==> src/rtl/xbus_mcast_sched.sv <==
// Multicast scheduler for the horizontal X bus of one glb_PE row.
// Words from the global buffer are queued in a small FIFO. The head word is
// driven onto the shared bus together with an enable for every column whose
// configured ID equals the word's tag. The word retires only when every
// targeted column is ready, so a word reaches either all its columns or none.
module xbus_mcast_sched #(
  parameter int DATA_WIDTH = 16,
  parameter int NUM_COL    = 3,
  parameter int ID_WIDTH   = 4,
  parameter int FIFO_DEPTH = 4,
  localparam int COL_W     = (NUM_COL > 1) ? $clog2(NUM_COL) : 1
) (
  input  logic                  clk,
  input  logic                  rstn,
  input  logic                  flush,
  input  logic                  cfg_we,
  input  logic [COL_W-1:0]      cfg_col,
  input  logic [ID_WIDTH-1:0]   cfg_id,
  input  logic                  cfg_done,
  input  logic                  in_valid,
  output logic                  in_ready,
  input  logic [DATA_WIDTH-1:0] in_data,
  input  logic [ID_WIDTH-1:0]   in_tag,
  output logic [DATA_WIDTH-1:0] bus_data,
  output logic [NUM_COL-1:0]    bus_en,
  input  logic [NUM_COL-1:0]    pe_ready,
  output logic                  busy,
  output logic                  rst_busy,
  output logic                  nomatch
);

  localparam int PTR_W = (FIFO_DEPTH > 1) ? $clog2(FIFO_DEPTH) : 1;
  localparam int CNT_W = PTR_W + 1;
  localparam logic [CNT_W-1:0] FULL_CNT  = CNT_W'(FIFO_DEPTH);
  localparam logic [COL_W:0]   NUM_COL_V = (COL_W + 1)'(NUM_COL);

  typedef enum logic [1:0] {
    S_CFG   = 2'd0,
    S_RUN   = 2'd1,
    S_FLUSH = 2'd2
  } state_t;

  state_t                state;
  state_t                ret_state;
  state_t                nstate;
  logic                  flush_cnt;
  logic [PTR_W-1:0]      wr_ptr;
  logic [PTR_W-1:0]      rd_ptr;
  logic [CNT_W-1:0]      count;
  logic [CNT_W-1:0]      ncount;
  logic [ID_WIDTH-1:0]   id_tab   [NUM_COL];
  logic [DATA_WIDTH-1:0] mem_data [FIFO_DEPTH];
  logic [ID_WIDTH-1:0]   mem_tag  [FIFO_DEPTH];

  logic                  head_valid;
  logic [DATA_WIDTH-1:0] head_data;
  logic [ID_WIDTH-1:0]   head_tag;
  logic [NUM_COL-1:0]    match;
  logic                  push;
  logic                  fire;
  logic                  drop;
  logic                  pop;
  logic                  id_wr;

  // Head decode: column match, bus drive and the handshake events of this cycle
  always_comb begin
    head_valid = (state == S_RUN) && (count != '0);
    head_data  = mem_data[rd_ptr];
    head_tag   = mem_tag[rd_ptr];
    match      = '0;
    for (int i = 0; i < NUM_COL; i++) begin
      match[i] = (id_tab[i] == head_tag);
    end
    bus_en   = head_valid ? match : '0;
    bus_data = head_valid ? head_data : '0;
    // flush wins over every other action sampled in the same cycle
    push  = (state == S_RUN) && !flush && in_valid && in_ready;
    fire  = head_valid && (match != '0) && ((pe_ready & match) == match);
    drop  = head_valid && (match == '0);
    pop   = !flush && (fire || drop);
    id_wr = (state == S_CFG) && !flush && cfg_we && ({1'b0, cfg_col} < NUM_COL_V);
  end

  // Next state and next occupancy, used both for the state update and to
  // pre-compute the registered status outputs
  always_comb begin
    nstate = state;
    ncount = count;
    if (flush) begin
      nstate = S_FLUSH;
      ncount = '0;
    end else begin
      case (state)
        S_CFG: begin
          if (cfg_done) nstate = S_RUN;
        end
        S_RUN: begin
          case ({push, pop})
            2'b10:   ncount = count + CNT_W'(1);
            2'b01:   ncount = count - CNT_W'(1);
            default: ncount = count;
          endcase
        end
        S_FLUSH: begin
          if (flush_cnt) nstate = ret_state;
        end
        default: nstate = S_CFG;
      endcase
    end
  end

  // Control FSM: mode, FIFO pointers, ID table and registered status outputs
  always_ff @(posedge clk or negedge rstn) begin
    if (!rstn) begin
      state     <= S_CFG;
      ret_state <= S_CFG;
      flush_cnt <= 1'b0;
      wr_ptr    <= '0;
      rd_ptr    <= '0;
      count     <= '0;
      in_ready  <= 1'b0;
      busy      <= 1'b0;
      rst_busy  <= 1'b0;
      nomatch   <= 1'b0;
      for (int i = 0; i < NUM_COL; i++) begin
        id_tab[i] <= '1;
      end
    end else begin
      state    <= nstate;
      count    <= ncount;
      in_ready <= (nstate == S_RUN) && (ncount != FULL_CNT);
      busy     <= (nstate == S_RUN) && (ncount != '0);
      rst_busy <= (nstate == S_FLUSH);
      nomatch  <= !flush && drop;
      if (flush) begin
        wr_ptr    <= '0;
        rd_ptr    <= '0;
        flush_cnt <= 1'b0;
        // a restarted flush keeps the mode it will eventually return to
        if (state != S_FLUSH) ret_state <= state;
      end else begin
        if (push) wr_ptr <= wr_ptr + PTR_W'(1);
        if (pop)  rd_ptr <= rd_ptr + PTR_W'(1);
        if (state == S_FLUSH) flush_cnt <= 1'b1;
        if (id_wr) id_tab[cfg_col] <= cfg_id;
      end
    end
  end

  // FIFO storage: payload only, written on an accepted push
  always_ff @(posedge clk) begin
    if (push) begin
      mem_data[wr_ptr] <= in_data;
      mem_tag[wr_ptr]  <= in_tag;
    end
  end

endmodule

==> config.mk <==
export PLATFORM = sky130hd
export DESIGN_NAME = xbus_mcast_sched
export DESIGN_NICKNAME = d
export VERILOG_FILES = /design/src/rtl/xbus_mcast_sched.sv
export SDC_FILE = /design/constraint.sdc
export NUM_CORES = 1
export LEC_CHECK = 0
export CAP_MARGIN = 10
export CORE_UTILIZATION = 59
export DETAILED_ROUTE_END_ITERATION = 8
export PLACE_DENSITY = 0.88
export SLEW_MARGIN = 20
export SYNTH_ARGS = -nofsm -noshare
export SYNTH_HDL_FRONTEND = slang
export SYNTH_SLANG_ARGS = --single-unit
==> constraint.sdc <==
create_clock -name clk -period 5.61 [get_ports clk]
set_input_delay 0.561 -clock clk [delete_from_list [all_inputs] [get_ports clk]]
set_output_delay 0.561 -clock clk [all_outputs]
set_load 0.02 [all_outputs]
== After elaboration in Yosys (flattened, before gate mapping) ==
Memories as Yosys holds them, arrays and structs flattened.
Index checks and enable logic that the tools add are counted.

* $add $sub $neg: 4
* Multipliers: 0
* Div/mod/pow operators: 0
* Magnitude comparators: 3
* Equality and inequality tests: 12
* Shifts and indexed selects: 0
* Muxes and demuxes: 20
* Bitwise logic cells: 3
* Reductions and logical operators: 27

{| class="wikitable"
|+ Operators by type and width
! operator !! count
|-
| $mux 16 || 1
|-
| $logic_and 1x1->1 || 15
|-
| $mux 2 || 7
|-
| $bwmux 12 || 1
|-
| $eq 4x4->1 || 3
|-
| $mux 3 || 3
|-
| $reduce_bool 3->1 || 3
|-
| $demux 4 s2 || 1
|-
| $eq 2x1->1 const B || 3
|-
| $eq 2x2->1 const B || 3
|-
| $pmux 2 s3 || 1
|-
| $pmux 3 s2 || 1
|-
| $reduce_bool 2->1 || 3
|-
| $add 2x1->2 const B || 2
|-
| $mux 1 || 4
|-
| $mux 4 || 1
|-
| $reduce_and 2->1 || 2
|-
| $add 3x1->3 const B || 1
|-
| $and 3x3->3 || 1
|-
| $eq 3x3->1 || 1
|-
| $ge 3x3->1 const B || 1
|-
| $logic_not 3->1 || 1
|-
| $lt 3x1->1 const B || 1
|-
| $ne 3x3->1 const B || 1
|-
| 8 further kinds || 8
|}

* Register bits after elaboration: 28
* Latch bits: 0
* Bits in writable memories: 80
* Bits in read-only memories: 0
* Bits of input ports: 35
* Output and inout bits: 23
* Memories kept: 2

{| class="wikitable"
|+ Memory list
! name !! words !! width !! rd ports !! clocked after memory_dff !! wr ports !! RTL line !! source
|-
| mem_data || 4 || 16 || 1 || 0 || 1 || 52 || <nowiki>logic [DATA_WIDTH-1:0] mem_data [FIFO_DEPTH];</nowiki>
|-
| mem_tag || 4 || 4 || 1 || 0 || 1 || 53 || <nowiki>logic [ID_WIDTH-1:0] mem_tag [FIFO_DEPTH];</nowiki>
|}

== Depth between registers and ports, before layout ==
An unclocked memory read counts as a cell.

* Word-level depth: 13
* Mapped depth: 13
* Depth with buffers taken out: 12

== Worst setup path after synthesis ==
Ideal clock, no wire load.

* Path type: register to register
* Start point: register rd_ptr[0]
* End point: register busy
* Arrival time: 2.873 ns
* Required time: 5.484 ns
* Path slack: 2.611 ns
* Stages on the path, launching flop included: 14
* Cells stage by stage: dfrtp_1 > buf_6 > mux4_2 > xnor2_1 > nand4_1 > o22ai_2 > nor4_1 > ha_1 > fa_1 > xor2_1 > nand2_1 > xor2_1 > nor2_1 > o311a_1

* Longest elaborated chain between the ends: 13
* Elaborated cells on any way between the ends: 20

{| class="wikitable"
|+ Ends and longest elaborated chain
! item !! RTL line !! source
|-
| from (decl) || 48 || <nowiki>logic [PTR_W-1:0] rd_ptr;</nowiki>
|-
| from (signal assigned) || 143 || <nowiki>if (pop) rd_ptr <= rd_ptr + PTR_W'(1);</nowiki>
|-
| $mem_v2 4x4 * || -- ||
|-
| $eq 4x4->1 || 72 || <nowiki>match[i] = (id_tab[i] == head_tag);</nowiki>
|-
| $and 3x3->3 or $reduce_bool 3->1 (tied branches) || 78 || <nowiki>fire = head_valid && (match != '0) && ((pe_ready & match) == match);</nowiki>
|-
| $eq 3x3->1 or $logic_and 1x1->1 (tied branches) || 78 ||
|-
| $logic_and 1x1->1 || 78 ||
|-
| $logic_or 1x1->1 * || 80 || <nowiki>pop = !flush && (fire || drop);</nowiki>
|-
| $logic_and 1x1->1 * || 80 ||
|-
| $eq 2x1->1 or $eq 2x2->1 (tied branches) || 98 || <nowiki>case ({push, pop})</nowiki>
|-
| $pmux 3 s2 * || 98 ||
|-
| $mux 3 * || 93 || <nowiki>case (state)</nowiki>
|-
| $mux 3 * || 89 || <nowiki>if (flush) begin</nowiki>
|-
| via ncount[2] || 50 || <nowiki>logic [CNT_W-1:0] ncount;</nowiki>
|-
| $reduce_bool 3->1 * || 132 || <nowiki>busy <= (nstate == S_RUN) && (ncount != '0);</nowiki>
|-
| $logic_and 1x1->1 * || 132 ||
|-
| to (signal assigned) || 132 ||
|-
| to (decl) || 27 || <nowiki>output logic busy,</nowiki>
|}

The timed path passes the listed nets; every way through them passes the cells marked *.
A chain may end at the register's enable or synchronous reset.

== Worst setup path after layout ==
* Start point: register rd_ptr[1]
* End point: register busy

The elaborated chain is that of the path after synthesis.

==> impl_metrics.json <==
{
  "yosys_warnings": 0,
  "cts_setup_buffers": 0,
  "p_leak_nw": 1.77,
  "critPathMaxFanout": 22,
  "final_common_cell": "edfxtp_1",
  "drc": 0,
  "routedWlPerCell_microns": 18.2,
  "cts-root-buf": "clkbuf_8",
  "fin_setup_tns_ns": 0,
  "grt-ovfl-total": 0,
  "dr_total_vias": 2345,
  "grt_max_degree": 29,
  "viasPerCell": 5.64,
  "max_freq_mhz": 268,
  "final_antenna_net_count": 0,
  "whs_endpoint": "ret_state[0]$_DFFE_PN0P_",
  "n_fill_cell": 448,
  "cts_buffer_depth": 2,
  "dp_slack_ns": 1.87,
  "r2r_start": "rd_ptr[1]$_DFFE_PN0P_",
  "drt_pass1_iterations": 4,
  "postSynth.asyncResetShare": 0.259,
  "status": "finished, final reports clean",
  "ir_drop_mv": 0.244,
  "cts_made_buffers": 9,
  "finalWorstSetupSlack_ns": 1.88,
  "hp-start": "ret_state[0]$_DFFE_PN0P_",
  "period_minus_slack_ns": 3.73,
  "synth_cell_type_count": 36,
  "finalSetupViolations": 0,
  "reg2reg_to": "busy$_DFF_PN0_",
  "finalCritPeriodShare": 0.664,
  "power_mw": 1.59,
  "worstSetupPathType": "register to register",
  "grt_pass1_vias": 2408,
  "endpoint_kind": "register",
  "finalInstanceArea_sq_um": 5300,
  "drive_above_1_share": 0.196,
  "power.density_nw_per_um2": 301,
  "drt_iter0_drc": 129,
  "cts-resized-gates": 0,
  "die_w_microns": 88.8,
  "start_util": 0.613,
  "required_ns": 5.87,
  "syn2layout_area_growth_pct": 19.2,
  "synth.area.top_cells": "edfxtp_1 54%, mux4_2 10%, dfrtp_1 9.0%",
  "hold_depth": 1,
  "rows": 31,
  "slew_headroom": 0.292,
  "ys.flop_type": "edfxtp_1",
  "insertion_delay_ns": 0.38,
  "hold_viol": 0,
  "die_area_sq_um": 7890,
  "die_y_microns": 88.8,
  "regArea_sq_um": 3120,
  "synth_edf_count": 80,
  "wirelength_microns": 7580,
  "place_congestion": 0.808,
  "worstRegToRegCells": 12,
  "h-tree-depth": 3,
  "synth_top_area_cell": "edfxtp_1",
  "netlist_area_sq_um": 4450,
  "insertedDiodeCount": 0,
  "synth-seq-area-share": 0.701,
  "design.core.area_sq_um": 7250,
  "crit_path_start_kind": "register",
  "synth_nets": 292,
  "grt_first_pass_wirelength_microns": 11800,
  "grt_usage": 0.215,
  "antenna_found_initial": 0,
  "rsz0062_at_grt": "no",
  "syn_inst": 251,
  "r2r_slack_ns": 1.88,
  "ys_seq_elements": 108,
  "dpl_cell_area_sq_um": 5110,
  "io_pins": 58,
  "fin_nets": 353,
  "dp_hpwl_microns": 5030,
  "cts_num_sinks": 108,
  "finalMaxSlewViolations": 0,
  "hold_path_class": "register to register",
  "avgSynthCellArea_sq_um": 17.7,
  "worst_pin_slew_ns": 1.06,
  "final_cell_mix": "80 x edfxtp_1, 57 x clkdlybuf4s50_1, 20 x mux4_2",
  "critPathArrivalTime_ns": 3.99,
  "multi_input_area_sq_um": 1270,
  "io_buffers": 57,
  "clk_pin_slew_ns": 0.10,
  "cts_tree": "done",
  "clock_skew_ns": 0.0108,
  "synth_top_cell_area_share": 0.540,
  "cts_hold_buffers": 0,
  "drv_cap": 0
}
==> area by class of cell <==
cell class                      count  share of cell area
Clock inverter                      7              0.0125
Sequential cell                   108               0.588
Clock buffer                        9              0.0234
Inverter                            5             0.00354
Tap cell                           99              0.0234
Timing Repair Buffer               59               0.110
Multi-Input combinational cell    129               0.239
==> worst max-delay path by stage <==
stage | from | to | cells past startpoint
after floorplan | rd_ptr[0]$_DFFE_PN0P_ | busy$_DFF_PN0_ | 13
after global placement | rd_ptr[1]$_DFFE_PN0P_ | busy$_DFF_PN0_ | 12
after detailed placement | rd_ptr[1]$_DFFE_PN0P_ | busy$_DFF_PN0_ | 12
after CTS | rd_ptr[1]$_DFFE_PN0P_ | busy$_DFF_PN0_ | 12
after global routing | rd_ptr[1]$_DFFE_PN0P_ | busy$_DFF_PN0_ | 12
final | rd_ptr[1]$_DFFE_PN0P_ | busy$_DFF_PN0_ | 12
==> flip-flops by register name, indices dropped and copies added (netlist names) <==
signal / flops
busy: 1
rst_busy: 1
count: 3
rd_ptr: 2
wr_ptr: 2
mem_tag: 16
ret_state: 2
id_tab: 12
flush_cnt: 1
nomatch: 1
state: 2
in_ready: 1
mem_data: 64
==> report_power, final <==
part           switching, mW  total (mW)  internal [mW]
combinational         0.0683       0.163         0.0947
sequential            0.0452       0.982          0.937
clock                  0.277       0.450          0.172
==> metal layers <==
metal,GRT usage,wire length (microns)
met5,0,0
met4,0.0777,155
met3,0.0709,350
met2,0.362,3910
met1,0.261,3160
==> worst max-delay path, cell delays in order, from the launching register on <==
cell	delay (ns)
dfrtp_1	1.02
mux4_2	0.48
xnor2_1	0.18
nand4_1	0.17
o22ai_2	0.23
nor4_1	0.08
ha_1	0.29
fa_1	0.39
xor2_1	0.17
nand2_1	0.08
xor2_1	0.14
nor2_1	0.07
o311a_1	0.32
==> cells by family after synthesis <==
| logic type | synth area share |
|---|---|
| buf+inv | 0.0149 |
| flops | 0.701 |
| xor+xnor | 0.0295 |
| mux | 0.137 |
| simple gates | 0.0759 |
| fa+ha+maj | 0.0186 |
| compound gates | 0.0236 |
==> cell usage after synthesis, drive strengths merged (2+ instances only) <==
cell type and n:
nor2 15, and2 4, nand4 3, buf 5
xor2 2, o21ai 2, nand3b 3, mux2 14
nand2b 2, clkbuf 4, xnor2 13, dfstp 12
mux4 20, nand2 6, a21oi 6, nor2b 19
nor4b 2, edfxtp 80, nor3 3, dfrtp 16
ha 5, inv 5
==> through the flow <==
stage | instances | util | hold WS, ns
after floorplan | 251 | - | 0.265
after global placement | 400 | 0.705 | 0.479
after detailed placement | 400 | 0.705 | 0.497
after CTS | 416 | 0.731 | 0.525
after global routing | 416 | 0.731 | 0.540
final | 416 | 0.731 | 0.524
(Power assumes the default switching activity.)
